## src/rtl/pwm_fade_sequencer.sv

```systemverilog
`default_nettype none
// ============================================================================
// Module      : pwm_fade_sequencer
// Description : Ramps the PWM duty toward a requested target. Each move is one
//               programmable step, taken every (interval+1) enabled cycles.
// Revision    : 1.0 - initial release
// ============================================================================
module pwm_fade_sequencer #(
    parameter int DUTY_W = 8,
    parameter int INTV_W = 16
) (
    input  logic              clk,
    input  logic              rst,
    input  logic              cfg_valid,
    output logic              cfg_ready,
    input  logic [DUTY_W-1:0] cfg_target,
    input  logic [DUTY_W-1:0] cfg_step,
    input  logic [INTV_W-1:0] cfg_interval,
    input  logic              enable,
    input  logic              abort,
    output logic [DUTY_W-1:0] duty_out,
    output logic              busy,
    output logic              done
);

    typedef enum logic [1:0] {
        S_IDLE   = 2'd0,
        S_RAMP   = 2'd1,
        S_FINISH = 2'd2
    } state_t;

    state_t            r_state,    w_state_nxt;
    logic [DUTY_W-1:0] r_duty,     w_duty_nxt;
    logic [DUTY_W-1:0] r_target,   w_target_nxt;
    logic [DUTY_W-1:0] r_step,     w_step_nxt;
    logic [INTV_W-1:0] r_interval, w_interval_nxt;
    logic [INTV_W-1:0] r_timer,    w_timer_nxt;
    logic              r_busy,     w_busy_nxt;
    logic              r_done,     w_done_nxt;

    logic              w_up;
    logic [DUTY_W:0]   w_gap;
    logic [DUTY_W-1:0] w_duty_step;

    // Gap is computed one bit wider so a step larger than the remaining
    // distance clamps to the target instead of wrapping.
    assign w_up        = (r_target > r_duty);
    assign w_gap       = w_up ? ({1'b0, r_target} - {1'b0, r_duty})
                              : ({1'b0, r_duty} - {1'b0, r_target});
    assign w_duty_step = (w_gap <= {1'b0, r_step}) ? r_target
                       : (w_up ? (r_duty + r_step) : (r_duty - r_step));

    always_comb begin
        w_state_nxt    = r_state;
        w_duty_nxt     = r_duty;
        w_target_nxt   = r_target;
        w_step_nxt     = r_step;
        w_interval_nxt = r_interval;
        w_timer_nxt    = r_timer;
        w_busy_nxt     = r_busy;
        w_done_nxt     = 1'b0;
        case (r_state)
            S_IDLE: begin
                if (cfg_valid) begin
                    w_target_nxt   = cfg_target;
                    w_step_nxt     = (cfg_step == '0) ? DUTY_W'(1) : cfg_step;
                    w_interval_nxt = cfg_interval;
                    w_timer_nxt    = '0;
                    if (cfg_target == r_duty) begin
                        w_state_nxt = S_FINISH;
                        w_done_nxt  = 1'b1;
                    end else begin
                        w_state_nxt = S_RAMP;
                        w_busy_nxt  = 1'b1;
                    end
                end
            end
            S_RAMP: begin
                if (abort) begin
                    w_state_nxt = S_IDLE;
                    w_busy_nxt  = 1'b0;
                end else if (enable) begin
                    if (r_timer == r_interval) begin
                        w_timer_nxt = '0;
                        w_duty_nxt  = w_duty_step;
                        if (w_duty_step == r_target) begin
                            w_state_nxt = S_FINISH;
                            w_busy_nxt  = 1'b0;
                            w_done_nxt  = 1'b1;
                        end
                    end else begin
                        w_timer_nxt = r_timer + INTV_W'(1);
                    end
                end
            end
            S_FINISH: begin
                w_state_nxt = S_IDLE;
            end
            default: begin
                w_state_nxt = S_IDLE;
            end
        endcase
    end

    always_ff @(posedge clk) begin
        if (rst) begin
            r_state    <= S_IDLE;
            r_duty     <= '0;
            r_target   <= '0;
            r_step     <= '0;
            r_interval <= '0;
            r_timer    <= '0;
            r_busy     <= 1'b0;
            r_done     <= 1'b0;
        end else begin
            r_state    <= w_state_nxt;
            r_duty     <= w_duty_nxt;
            r_target   <= w_target_nxt;
            r_step     <= w_step_nxt;
            r_interval <= w_interval_nxt;
            r_timer    <= w_timer_nxt;
            r_busy     <= w_busy_nxt;
            r_done     <= w_done_nxt;
        end
    end

    assign cfg_ready = (r_state == S_IDLE);
    assign duty_out  = r_duty;
    assign busy      = r_busy;
    assign done      = r_done;

endmodule
`default_nettype wire
```

## config.mk

```make
export PLATFORM = sky130hd
export DESIGN_NAME = pwm_fade_sequencer
export DESIGN_NICKNAME = d
export VERILOG_FILES = /design/src/rtl/pwm_fade_sequencer.sv
export SDC_FILE = /design/constraint.sdc
export NUM_CORES = 1
export LEC_CHECK = 0
export ABC_AREA = 1
export BUFFER_PORTS_ARGS = -buffer_cell sky130_fd_sc_hd__clkbuf_2
export CAP_MARGIN = 30
export CORE_AREA = 2 2 97 99
export CTS_CLUSTER_DIAMETER = 200
export DETAILED_ROUTE_END_ITERATION = 16
export DIE_AREA = 0 0 99 101
export PLACE_DENSITY_LB_ADDON = 0.25
export RECOVER_POWER = 25
export SLEW_MARGIN = 20
export SYNTH_ARGS = -nofsm -noshare
export SYNTH_HDL_FRONTEND = slang
export SYNTH_SLANG_ARGS = --single-unit
```

## constraint.sdc

```tcl
create_clock -name clk -period 5.3 [get_ports clk]
set_input_delay 0.53 -clock clk [delete_from_list [all_inputs] [get_ports clk]]
set_output_delay 0.53 -clock clk [all_outputs]
set_load 0.03 [all_outputs]
```

==> run_summary.xml, run 1 <==
<?xml version="1.0" encoding="UTF-8"?>
<metrics>
  <group name="floorplanning">
    <metric name="effective_utilization_at_floorplan" unit="%">48.88</metric>
    <metric name="die-area" unit="um2">9999</metric>
    <metric name="top_level_ports" unit="">48</metric>
    <metric name="dieWidth" unit="um">99</metric>
    <metric name="fp-row-count" unit="">35</metric>
    <metric name="core_region_area" unit="um2">8977</metric>
    <metric name="dieHeight" unit="um">101</metric>
  </group>
  <group name="global_route">
    <metric name="antenna_found_initial" unit="">0</metric>
    <metric name="first_global_vias" unit="">4075</metric>
    <metric name="grt_max_degree" unit="">41</metric>
    <metric name="grt_pass1_wl" unit="um">18980</metric>
    <metric name="globalRoute.totalOverflow" unit="">0</metric>
    <metric name="grt_util_all_layers" unit="%">23.73</metric>
  </group>
  <group name="drt">
    <metric name="detail_route.iter0.violations" unit="">197</metric>
    <metric name="dr_total_vias" unit="">4321</metric>
    <metric name="route.detailed.drc" unit="">0</metric>
    <metric name="post_dr_vias_cell" unit="">5.361</metric>
    <metric name="drt_first_pass_iters" unit="">5</metric>
    <metric name="post_route_wl" unit="um">11540</metric>
    <metric name="final_antenna_net_count" unit="">0</metric>
    <metric name="post_drt_wl_per_cell" unit="um">14.32</metric>
  </group>
  <group name="clock_tree">
    <metric name="setup_fix_buffers_added_after_clock_tree_synthesis" unit="">0</metric>
    <metric name="cts.sink_count" unit="">60</metric>
    <metric name="ctsResizeCount" unit="">0</metric>
    <metric name="cts_buffer_count" unit="">9</metric>
    <metric name="cts_tree" unit="">built</metric>
    <metric name="clkSlewWorstSetupHoldPaths" unit="ns">0.08</metric>
    <metric name="clk_path_buf_depth" unit="">2</metric>
    <metric name="holdBufCountCts" unit="">0</metric>
    <metric name="cts-htree-levels" unit="">3</metric>
    <metric name="cts-root-buf" unit="">clkbuf_8</metric>
    <metric name="worst_skew_late_latency" unit="ns">0.36</metric>
  </group>
  <group name="status">
    <metric name="outcome" unit="">finished clean</metric>
  </group>
  <group name="sta">
    <metric name="setup_tns" unit="ns">0</metric>
    <metric name="achievable-frequency" unit="GHz">0.2180</metric>
    <metric name="worstMarginPinSlew" unit="ns">1.223</metric>
    <metric name="finalHoldViolCount" unit="">0</metric>
    <metric name="final_critical_path_time_including_i_o_delays_and_setup" unit="ns">4.586</metric>
    <metric name="clock-skew-final" unit="ns">0.01704</metric>
    <metric name="timing_max_transition_violations_final" unit="">0</metric>
    <metric name="rsz0062_at_grt" unit="">false</metric>
    <metric name="finalCritPeriodShare" unit="%">86.53</metric>
    <metric name="maxSlewHeadroom" unit="%">18.37</metric>
    <metric name="hold-worst-slack" unit="ns">0.3892</metric>
    <metric name="timing.final.setup_violations" unit="">0</metric>
  </group>
  <group name="synthesis">
    <metric name="synth_compound_gate_area_share" unit="%">16.42</metric>
    <metric name="post_synth_inst_count" unit="">646</metric>
    <metric name="seq_area_frac_synth" unit="%">27.37</metric>
    <metric name="synth_enable_flop_cells" unit="">0</metric>
    <metric name="netlist_area" unit="um2">4388</metric>
    <metric name="yosysUniqueCellTypes" unit="">40</metric>
    <metric name="synth_top_family_by_area" unit="">simple AND/OR/NAND/NOR gates</metric>
    <metric name="adder_cell_share_of_the_synthesized_area" unit="%">10.78</metric>
    <metric name="synth_xor_area_share" unit="%">8.782</metric>
    <metric name="synth_area_leaders" unit="">dfxtp_1 27%, ha_1 9.4%, nand2_1 8.6%</metric>
    <metric name="ys_async_sr_fraction" unit="%">0</metric>
    <metric name="most_used_flip_flop_cell_after_synthesis" unit="">dfxtp_1</metric>
    <metric name="synthSimpleGateAreaFrac" unit="%">25.95</metric>
    <metric name="syn_avg_cell_area" unit="um2">6.793</metric>
    <metric name="synth_warnings" unit="">0</metric>
    <metric name="synth.ff_latch_count" unit="">60</metric>
    <metric name="post_synth_mux_area_share" unit="%">0</metric>
    <metric name="synthDominantAreaCellType" unit="">dfxtp_1</metric>
    <metric name="synth_nets" unit="">719</metric>
    <metric name="synthDominantCellAreaShare" unit="%">27.37</metric>
  </group>
  <group name="power_and_ir_drop">
    <metric name="leakage" unit="nW">2.349</metric>
    <metric name="power_density" unit="nW/um2">331.3</metric>
    <metric name="power.ir.vdd_worst" unit="V">0.0001949</metric>
  </group>
  <group name="setup_path">
    <metric name="worst_path_max_delay_cell" unit="">dfxtp_1</metric>
    <metric name="startpoint_type_of_the_worst_setup_path" unit="">flop</metric>
    <metric name="data_arrival_at_the_endpoint_of_the_critical_path" unit="ns">4.87</metric>
    <metric name="worst_ep_required_time" unit="ns">5.59</metric>
    <metric name="crit_type" unit="">reg -&gt; reg</metric>
    <metric name="critical-path-top-cell-by-count" unit="">nand2_1</metric>
    <metric name="endpoint_kind" unit="">flop</metric>
    <metric name="worst_path_largest_cell_delay" unit="ns">0.54</metric>
    <metric name="crit_path_max_fo" unit="">33</metric>
  </group>
  <group name="job">
    <metric name="max_cap_check_violation_count" unit="">0</metric>
  </group>
  <group name="finish">
    <metric name="flow.area_growth_from_synthesis" unit="%">12.26</metric>
    <metric name="finish.net_count" unit="">763</metric>
    <metric name="total_inserted_antenna_cells" unit="">0</metric>
    <metric name="drive_gt1_share" unit="%">10.07</metric>
  </group>
  <group name="placement">
    <metric name="number_of_i_o_port_buffers" unit="">47</metric>
    <metric name="dp_hpwl" unit="um">8891</metric>
    <metric name="routabilityCongestion" unit="">0.9562</metric>
  </group>
  <group name="min_path">
    <metric name="hold_path_class" unit="">in -&gt; reg</metric>
  </group>
</metrics>
==> cells by family (layout without fill, tap and decap cells) <==
kind of cell,after synthesis,after routing
simple gates,253,253
buf+inv,119,168
compound gates,134,134
xor+xnor,44,44
fa+ha+maj,36,36
flops,60,60
==> worst paths after layout <==
path | cells after the start | endpoint | from | slack [ns]
worst max-delay path | 29 | done | duty_out[1] | 0.71
worst min-delay path | 3 | r_interval[0] | cfg_interval[0] | 0.39
worst max register to register | 29 | done | duty_out[1] | 0.71
worst min register to register | 2 | busy | busy | 0.47
==> flip-flops by register name, summed over array words and instances, names as in the netlist <==
| name | cells |
|---|---|
| busy | 1 |
| r_timer | 16 |
| r_state | 2 |
| r_interval | 16 |
| r_step | 8 |
| r_target | 8 |
| done | 1 |
| duty_out | 8 |
==> synth_stat cells (2+ instances only) <==
cell type,number
nor3_1,12
nand3_2,2
nand2_1,101
nand4_1,14
buf_6,3
nand2_2,3
dfxtp_1,60
ha_1,33
nor2_2,2
clkbuf_1,14
nand3_1,36
or2_2,2
a21o_1,6
fa_1,3
clkinv_1,2
inv_1,99
nand3b_1,2
xnor2_1,16
a21oi_1,54
nand2_4,2
nor4_1,5
nor2_1,69
o21ai_0,62
xor2_1,28
==> through the flow <==
| stage | cell area, um2 | instances | setup slack (ns) | total power (W) | util, % |
|---|---|---|---|---|---|
| final | 4926 | 806 | 0.7137 | 0.001632 | 54.87 |
| after global placement | 4687 | 788 | 0.9026 | 0.001123 | 52.21 |
| after floorplan | 4388 | 646 | 1.238 | 0.001004 | - |
| after detailed placement | 4695 | 789 | 0.7672 | 0.001132 | 52.29 |
| after global routing | 4926 | 806 | 0.1487 | 0.001745 | 54.87 |
| after CTS | 4928 | 805 | 0.7536 | 0.001625 | 54.90 |
==> power breakdown <==
group | leakage [nW] | switching, W | internal [W]
Sequential | 0.492 | 0.0000196 | 0.000474
Combinational | 1.74 | 0.000411 | 0.000229
Clock | 0.120 | 0.000206 | 0.000292
Total | 2.35 | 0.000637 | 0.000995
==> layer usage <==
metal  global-route usage (%)  routed length (um)
met5                        0                   0
met4                    8.851                 280
met3                    3.190                 549
met2                    41.48                5480
met1                    29.77                5229
==> critical path, delay by kind of cell (launching register included) <==
| kind | cells | cell delay, ns |
|---|---|---|
| and+or+nand+nor | 19 | 2.02 |
| buffers and inverters | 4 | 0.69 |
| adders and majority gates | 2 | 0.58 |
| DFF | 1 | 0.54 |
| AOI/OAI and AO/OA | 3 | 0.53 |
| xor gates and xnor gates | 1 | 0.16 |
==> cell type report <==
cell class                 instances  area [um2]
multi-input combinational        467        2718
timing repair buffer              51       255.2
inverter                         101       379.1
tap                              111       138.9
clock inverter                     5       82.58
fill                             889        4051
sequential                        60        1201
clock buffer                      11       151.4
==> cells in the final DEF (no fill, tap or decap), types with 2 or more instances in the layout <==
master     synthesis  final
inv_1             99     99
o21ai_0           62     62
buf_4              0      2
nand3b_1           2      2
a21o_1             6      6
xor2_1            28     28
xnor2_1           16     16
clkbuf_2           0     36
nand3_1           36     36
a21oi_1           54     54
clkbuf_1          14     12
nand3_2            2      2
clkinv_1           2      2
bufinv_16          0      2
or2_2              2      2
nand4_1           14     14
nor4_1             5      5
nand2_1          101    101
ha_1              33     33
fa_1               3      3
dfxtp_1           60     60
nor2_2             2      2
nor2_1            69     69
clkbuf_8           0     11
nand2_2            3      3
nor3_1            12     12
nand2_4            2      2
Note: power is estimated with default switching activity, not from simulation.
==> inputs of run 2 (changes only) <==
- CORE_AREA: 2 2 97 99 -> 2 2 108 110
- DIE_AREA: 0 0 99 101 -> 0 0 110 112
==> run 2 against run 1 <==
  * Wire length increased by 6.5%
  * Sequential share of layout area decreased by 0.67 points
  * Clock skew decreased by 0.0084 ns
  * Clock power increased by 29%
  * Sequential power about the same
  * Non-clock buffer count increased by 2
  * Global-route usage decreased by 2.2 points
  * Fmax decreased by 0.74%
  * Utilization decreased by 9.5 points
  * Critical path type unchanged
  * Critical endpoint is now busy
==> run_summary.xml, run 2 (synthesis results as in run 1) <==
<?xml version="1.0" encoding="UTF-8"?>
<metrics>
  <group name="status">
    <metric name="outcome" unit="">finished clean</metric>
  </group>
  <group name="clock_tree">
    <metric name="ctsResizeCount" unit="">0</metric>
    <metric name="cts-htree-levels" unit="">3</metric>
    <metric name="cts-root-buf" unit="">clkbuf_16</metric>
    <metric name="clk_path_buf_depth" unit="">2</metric>
    <metric name="clkSlewWorstSetupHoldPaths" unit="ns">0.06</metric>
    <metric name="cts.sink_count" unit="">60</metric>
    <metric name="holdBufCountCts" unit="">0</metric>
    <metric name="cts_buffer_count" unit="">9</metric>
    <metric name="worst_skew_late_latency" unit="ns">0.34</metric>
    <metric name="cts_tree" unit="">built</metric>
    <metric name="setup_fix_buffers_added_after_clock_tree_synthesis" unit="">0</metric>
  </group>
  <group name="sta">
    <metric name="layout_setup_ws" unit="ns">0.6797</metric>
    <metric name="final_critical_path_time_including_i_o_delays_and_setup" unit="ns">4.620</metric>
    <metric name="finalHoldViolCount" unit="">0</metric>
    <metric name="timing_max_transition_violations_final" unit="">0</metric>
    <metric name="maxSlewHeadroom" unit="%">31.88</metric>
    <metric name="achievable-frequency" unit="GHz">0.2164</metric>
    <metric name="finalCritPeriodShare" unit="%">87.18</metric>
    <metric name="clock-skew-final" unit="ns">0.008679</metric>
    <metric name="setup_tns" unit="ns">0</metric>
    <metric name="timing.final.setup_violations" unit="">0</metric>
    <metric name="rsz0062_at_grt" unit="">false</metric>
    <metric name="worstMarginPinSlew" unit="ns">1.022</metric>
  </group>
  <group name="placement">
    <metric name="dp_hpwl" unit="um">9609</metric>
    <metric name="setup_ws_pre_cts" unit="ns">0.7352</metric>
    <metric name="routabilityCongestion" unit="">0.9451</metric>
    <metric name="number_of_i_o_port_buffers" unit="">47</metric>
  </group>
  <group name="floorplanning">
    <metric name="core_region_area" unit="um2">11170</metric>
    <metric name="effective_utilization_at_floorplan" unit="%">39.27</metric>
    <metric name="die-area" unit="um2">12320</metric>
    <metric name="dieHeight" unit="um">112</metric>
    <metric name="dieWidth" unit="um">110</metric>
    <metric name="fp-row-count" unit="">39</metric>
    <metric name="top_level_ports" unit="">48</metric>
  </group>
  <group name="setup_path">
    <metric name="worst_path_largest_cell_delay" unit="ns">0.54</metric>
    <metric name="worst-path-buf-inv" unit="">5</metric>
    <metric name="worst_path_max_delay_cell" unit="">dfxtp_1</metric>
    <metric name="startpoint_type_of_the_worst_setup_path" unit="">flop</metric>
    <metric name="endpoint_kind" unit="">flop</metric>
    <metric name="critical_path.top_delay_family" unit="">simple AND/OR/NAND/NOR gates</metric>
    <metric name="regToRegStartpoint" unit="">duty_out[1]</metric>
    <metric name="cp-startpoint" unit="">duty_out[1]</metric>
    <metric name="data_arrival_at_the_endpoint_of_the_critical_path" unit="ns">4.87</metric>
    <metric name="crit_type" unit="">reg -&gt; reg</metric>
    <metric name="crit_path_max_fo" unit="">33</metric>
    <metric name="critical-path-top-cell-by-count" unit="">nand2_1</metric>
    <metric name="worst_ep_required_time" unit="ns">5.55</metric>
  </group>
  <group name="finish">
    <metric name="multi_input_comb_area" unit="um2">2718</metric>
    <metric name="drive_gt1_share" unit="%">10.04</metric>
    <metric name="layout_commonest_cell" unit="">nand2_1</metric>
    <metric name="most-common-layout-cells" unit="">101 x nand2_1, 99 x inv_1, 69 x nor2_1</metric>
    <metric name="total_inserted_antenna_cells" unit="">0</metric>
    <metric name="top_regs" unit="">r_interval (16), r_timer (16)</metric>
    <metric name="finish.net_count" unit="">765</metric>
    <metric name="nFillCells" unit="">1154</metric>
    <metric name="sequential_cell_area" unit="um2">1201</metric>
    <metric name="flow.area_growth_from_synthesis" unit="%">15.45</metric>
  </group>
  <group name="power_and_ir_drop">
    <metric name="overall_power" unit="W">0.001783</metric>
    <metric name="power_density" unit="nW/um2">352.0</metric>
    <metric name="leakage" unit="nW">2.390</metric>
    <metric name="p_int" unit="W">0.001130</metric>
    <metric name="combinationalPowerShare" unit="%">36.4</metric>
    <metric name="clkPwrFrac" unit="%">35.9</metric>
    <metric name="seq_power_share" unit="%">27.7</metric>
    <metric name="net_switching_power_figure" unit="W">0.0006531</metric>
    <metric name="power.ir.vdd_worst" unit="V">0.0001819</metric>
    <metric name="swShare" unit="%">36.62</metric>
  </group>
  <group name="global_route">
    <metric name="grt_util_all_layers" unit="%">21.49</metric>
    <metric name="grt_pass1_wl" unit="um">20510</metric>
    <metric name="first_global_vias" unit="">4281</metric>
    <metric name="grt_max_degree" unit="">36</metric>
    <metric name="antenna_found_initial" unit="">0</metric>
    <metric name="globalRoute.totalOverflow" unit="">0</metric>
  </group>
  <group name="job">
    <metric name="max_cap_check_violation_count" unit="">0</metric>
  </group>
  <group name="min_path">
    <metric name="hold_path_class" unit="">in -&gt; reg</metric>
    <metric name="startpoint_of_the_most_critical_hold_path" unit="">cfg_interval[3]</metric>
  </group>
  <group name="drt">
    <metric name="post_dr_vias_cell" unit="">5.163</metric>
    <metric name="post_route_wl" unit="um">12290</metric>
    <metric name="detail_route.iter0.violations" unit="">206</metric>
    <metric name="drt_first_pass_iters" unit="">5</metric>
    <metric name="final_antenna_net_count" unit="">0</metric>
    <metric name="dr_total_vias" unit="">4337</metric>
    <metric name="route.detailed.drc" unit="">0</metric>
    <metric name="post_drt_wl_per_cell" unit="um">14.63</metric>
  </group>
</metrics>
[run 2: cell count changes in the layout (fill, tap and decap cells not counted)]
| cell | delta |
|---|---|
| buf_4 | +3 |
| buf_8 | -1 |
| clkbuf_1 | +2 |
| clkbuf_16 | +9 |
| clkbuf_2 | -1 |
| clkbuf_8 | -10 |
| clkinv_2 | -1 |
| clkinv_4 | +1 |
| clkinvlp_4 | +1 |
| inv_6 | -1 |
[run 2: path summary, 6_finish.rpt]
| check | to | slack [ns] | cells past startpoint |
|---|---|---|---|
| setup reg to reg | busy | 0.68 | 32 |
| hold reg to reg | busy | 0.48 | 2 |
| hold / removal | r_interval[3] | 0.41 | 3 |
| setup / recovery | busy | 0.68 | 32 |
[run 2: worst register-to-register path: cells and delay by family, from the launching register on]
family	cells	cell delay, ns
and+or+nand+nor	22	2.17
buffers and inverters	5	0.71
adders and majority gates	2	0.59
DFF	1	0.54
AOI/OAI and AO/OA	2	0.37
xor gates and xnor gates	1	0.16
[run 2: per-layer routing]
layer | up-vias | GRT usage (%) | wire length (um)
li1 | 2204 | - | -
met1 | 1988 | 25.89 | 5266
met2 | 102 | 35.95 | 5880
met3 | 43 | 3.454 | 546
met4 | 0 | 11.65 | 597
met5 | - | 0 | 0
[run 2: area by class of cell]
cell class,count,share of cell area [%]
Inverter,101,7.483
Timing Repair Buffer,53,5.162
Tap cell,143,3.532
Clock buffer,11,4.791
Multi-Input combinational cell,467,53.64
Sequential cell,60,23.71
Clock inverter,5,1.679
[run 2: power groups by stage]
stage | clock network [W] | registers [W] | logic, W
2_1_floorplan | 0 | 0.000498 | 0.000506
3_3_place_gp | 0 | 0.000504 | 0.000636
3_5_place_dp | 0 | 0.000504 | 0.000641
4_1_cts | 0.000650 | 0.000495 | 0.000647
5_1_grt | 0.000670 | 0.000498 | 0.000733
6_report | 0.000640 | 0.000495 | 0.000648
[run 2: stage by stage]
step                      std cells  util (%)  hold slack [ns]  cell area (um2)
after floorplan                 646         -           0.4365             4388
after global placement          823     42.50           0.4605             4750
after detailed placement        823     42.50           0.4651             4750
after CTS                       839     45.44           0.4077             5077
after global routing            840     45.34           0.4204             5066
final                           840     45.34           0.4113             5066
==> inputs of run 3 (changes only) <==
- CTS_BUF_LIST: unset -> sky130_fd_sc_hd__clkbuf_8
- SKIP_CTS_REPAIR_TIMING: unset -> 1
==> run 3 against run 2 <==
  * Global-route usage decreased by 0.16 points
  * Register-to-register slack about the same
  * Via count is 0.92% lower
  * Cell count stayed put
  * Worst hold slack lost 0.029 ns
==> run_summary.xml, run 3 (synthesis results as in run 1) <==
<?xml version="1.0" encoding="UTF-8"?>
<metrics>
  <group name="drt">
    <metric name="final_antenna_net_count" unit="">0</metric>
    <metric name="post_drt_wl_per_cell" unit="um">14.55</metric>
    <metric name="route.detailed.drc" unit="">0</metric>
    <metric name="drt_first_pass_iters" unit="">5</metric>
    <metric name="detail_route.iter0.violations" unit="">259</metric>
    <metric name="dr_total_vias" unit="">4297</metric>
    <metric name="post_route_wl" unit="um">12230</metric>
    <metric name="post_dr_vias_cell" unit="">5.115</metric>
  </group>
  <group name="setup_path">
    <metric name="critical_path.top_delay_family" unit="">simple AND/OR/NAND/NOR gates</metric>
    <metric name="worst_path_largest_cell_delay" unit="ns">0.54</metric>
    <metric name="startpoint_type_of_the_worst_setup_path" unit="">flop</metric>
    <metric name="r2r-end" unit="">busy</metric>
    <metric name="worst-path-buf-inv" unit="">5</metric>
    <metric name="endpoint" unit="">busy</metric>
    <metric name="worst_path_max_delay_cell" unit="">dfxtp_1</metric>
    <metric name="regToRegStartpoint" unit="">duty_out[1]</metric>
    <metric name="cp-startpoint" unit="">duty_out[1]</metric>
    <metric name="crit_path_max_fo" unit="">33</metric>
    <metric name="worst_ep_required_time" unit="ns">5.57</metric>
    <metric name="endpoint_kind" unit="">flop</metric>
    <metric name="data_arrival_at_the_endpoint_of_the_critical_path" unit="ns">4.90</metric>
    <metric name="crit_type" unit="">reg -&gt; reg</metric>
    <metric name="ff2ff_path_depth" unit="">32</metric>
    <metric name="reg2reg_setup_slack" unit="ns">0.67</metric>
    <metric name="critical-path-top-cell-by-count" unit="">nand2_1</metric>
    <metric name="crit_cells" unit="">32</metric>
  </group>
  <group name="finish">
    <metric name="top_regs" unit="">r_interval (16), r_timer (16)</metric>
    <metric name="most-common-layout-cells" unit="">101 x nand2_1, 100 x inv_1, 69 x nor2_1</metric>
    <metric name="core_util_final" unit="%">44.44</metric>
    <metric name="drive_gt1_share" unit="%">10.19</metric>
    <metric name="layout_commonest_cell" unit="">nand2_1</metric>
    <metric name="flow.area_growth_from_synthesis" unit="%">13.17</metric>
    <metric name="total_inserted_antenna_cells" unit="">0</metric>
    <metric name="multi_input_comb_area" unit="um2">2718</metric>
    <metric name="nFillCells" unit="">1169</metric>
    <metric name="sequential_cell_area" unit="um2">1201</metric>
    <metric name="layoutNonFillerInstCount" unit="">840</metric>
    <metric name="finish.net_count" unit="">765</metric>
  </group>
  <group name="clock_tree">
    <metric name="cts-root-buf" unit="">clkbuf_8</metric>
    <metric name="cts_tree" unit="">built</metric>
    <metric name="worst_skew_late_latency" unit="ns">0.36</metric>
    <metric name="cts-htree-levels" unit="">3</metric>
    <metric name="cts.sink_count" unit="">60</metric>
    <metric name="clkSlewWorstSetupHoldPaths" unit="ns">0.08</metric>
    <metric name="cts_buffer_count" unit="">9</metric>
    <metric name="clk_path_buf_depth" unit="">2</metric>
  </group>
  <group name="status">
    <metric name="outcome" unit="">finished clean</metric>
  </group>
  <group name="min_path">
    <metric name="hold_path_class" unit="">in -&gt; reg</metric>
  </group>
  <group name="sta">
    <metric name="setup_tns" unit="ns">0</metric>
    <metric name="worstMarginPinSlew" unit="ns">0.9754</metric>
    <metric name="clock-skew-final" unit="ns">0.01226</metric>
    <metric name="final_critical_path_time_including_i_o_delays_and_setup" unit="ns">4.626</metric>
    <metric name="achievable-frequency" unit="GHz">0.2162</metric>
    <metric name="rsz0062_at_grt" unit="">false</metric>
    <metric name="timing.final.setup_violations" unit="">0</metric>
    <metric name="maxSlewHeadroom" unit="%">34.97</metric>
    <metric name="finalHoldViolCount" unit="">0</metric>
    <metric name="timing_max_transition_violations_final" unit="">0</metric>
    <metric name="finalCritPeriodShare" unit="%">87.28</metric>
  </group>
  <group name="global_route">
    <metric name="first_global_vias" unit="">4271</metric>
    <metric name="grt_pass1_wl" unit="um">20310</metric>
    <metric name="grt_util_all_layers" unit="%">21.34</metric>
    <metric name="grt_max_degree" unit="">36</metric>
    <metric name="globalRoute.totalOverflow" unit="">0</metric>
    <metric name="antenna_found_initial" unit="">0</metric>
  </group>
  <group name="placement">
    <metric name="dp_hpwl" unit="um">9609</metric>
    <metric name="routabilityCongestion" unit="">0.9451</metric>
    <metric name="placedCellCount" unit="">823</metric>
    <metric name="number_of_i_o_port_buffers" unit="">47</metric>
  </group>
  <group name="floorplanning">
    <metric name="die-area" unit="um2">12320</metric>
    <metric name="effective_utilization_at_floorplan" unit="%">39.27</metric>
    <metric name="fp-row-count" unit="">39</metric>
    <metric name="dieWidth" unit="um">110</metric>
    <metric name="dieHeight" unit="um">112</metric>
    <metric name="top_level_ports" unit="">48</metric>
    <metric name="core_region_area" unit="um2">11170</metric>
  </group>
  <group name="power_and_ir_drop">
    <metric name="overall_power" unit="W">0.001618</metric>
    <metric name="leakage" unit="nW">2.351</metric>
    <metric name="power.ir.vdd_worst" unit="V">0.0001871</metric>
    <metric name="power_density" unit="nW/um2">325.9</metric>
  </group>
  <group name="job">
    <metric name="max_cap_check_violation_count" unit="">0</metric>
  </group>
</metrics>
-- run 3: cell count changes in the layout (fill, tap and decap cells not counted) --
cell and change:
clkbuf_16 -9, clkbuf_8 +9, clkbuf_1 -2, clkbuf_2 +1, inv_1 +1
-- run 3: tightest hold or removal path: stages --
cell      delay (ns)
clkbuf_2        0.08
nor2_1          0.03
nor2_1          0.08
-- run 3: worst min-delay path by stage --
stage	startpoint	end	slack (ns)	depth (start not counted)
5_1_grt	cfg_interval[3]	r_interval[3]	0.38	3
6_report	cfg_interval[3]	r_interval[3]	0.38	3
2_1_floorplan	r_state[1]	done	0.44	1
3_5_place_dp	r_state[1]	done	0.47	1
3_3_place_gp	busy	busy	0.46	2
4_1_cts	cfg_interval[3]	r_interval[3]	0.37	3
-- run 3: report_power, final --
| part | internal, W | switching, W |
|---|---|---|
| Sequential | 0.000474 | 0.0000204 |
| Clock | 0.000277 | 0.000199 |
| Combinational | 0.000230 | 0.000418 |
-- run 3: area by class of cell --
class	instances	area share (%)
Clock buffer	10	2.771
Clock inverter	6	1.789
Inverter	101	7.634
Multi-Input combinational cell	467	54.72
Sequential cell	60	24.19
Tap cell	143	3.603
Timing Repair Buffer	53	5.291
-- run 3: metrics by stage --
step           cell area (um2)  worst slack, ns  hold slack, ns
6_report                  4966           0.6740          0.3826
5_1_grt                   4966          0.08387          0.3787
3_3_place_gp              4750           0.8768          0.4605
2_1_floorplan             4388            1.238          0.4365
3_5_place_dp              4750           0.7352          0.4651
4_1_cts                   4976           0.7019          0.3714
-- run 3: metal layers --
layer  global-route usage (%)  vias to the layer above  wire (um)
met5                        0                        -          0
met4                    9.705                        0        476
met3                    4.859                       32        605
met2                    35.62                      111       5831
met1                    25.67                     1957       5312
li1                         -                     2197          -
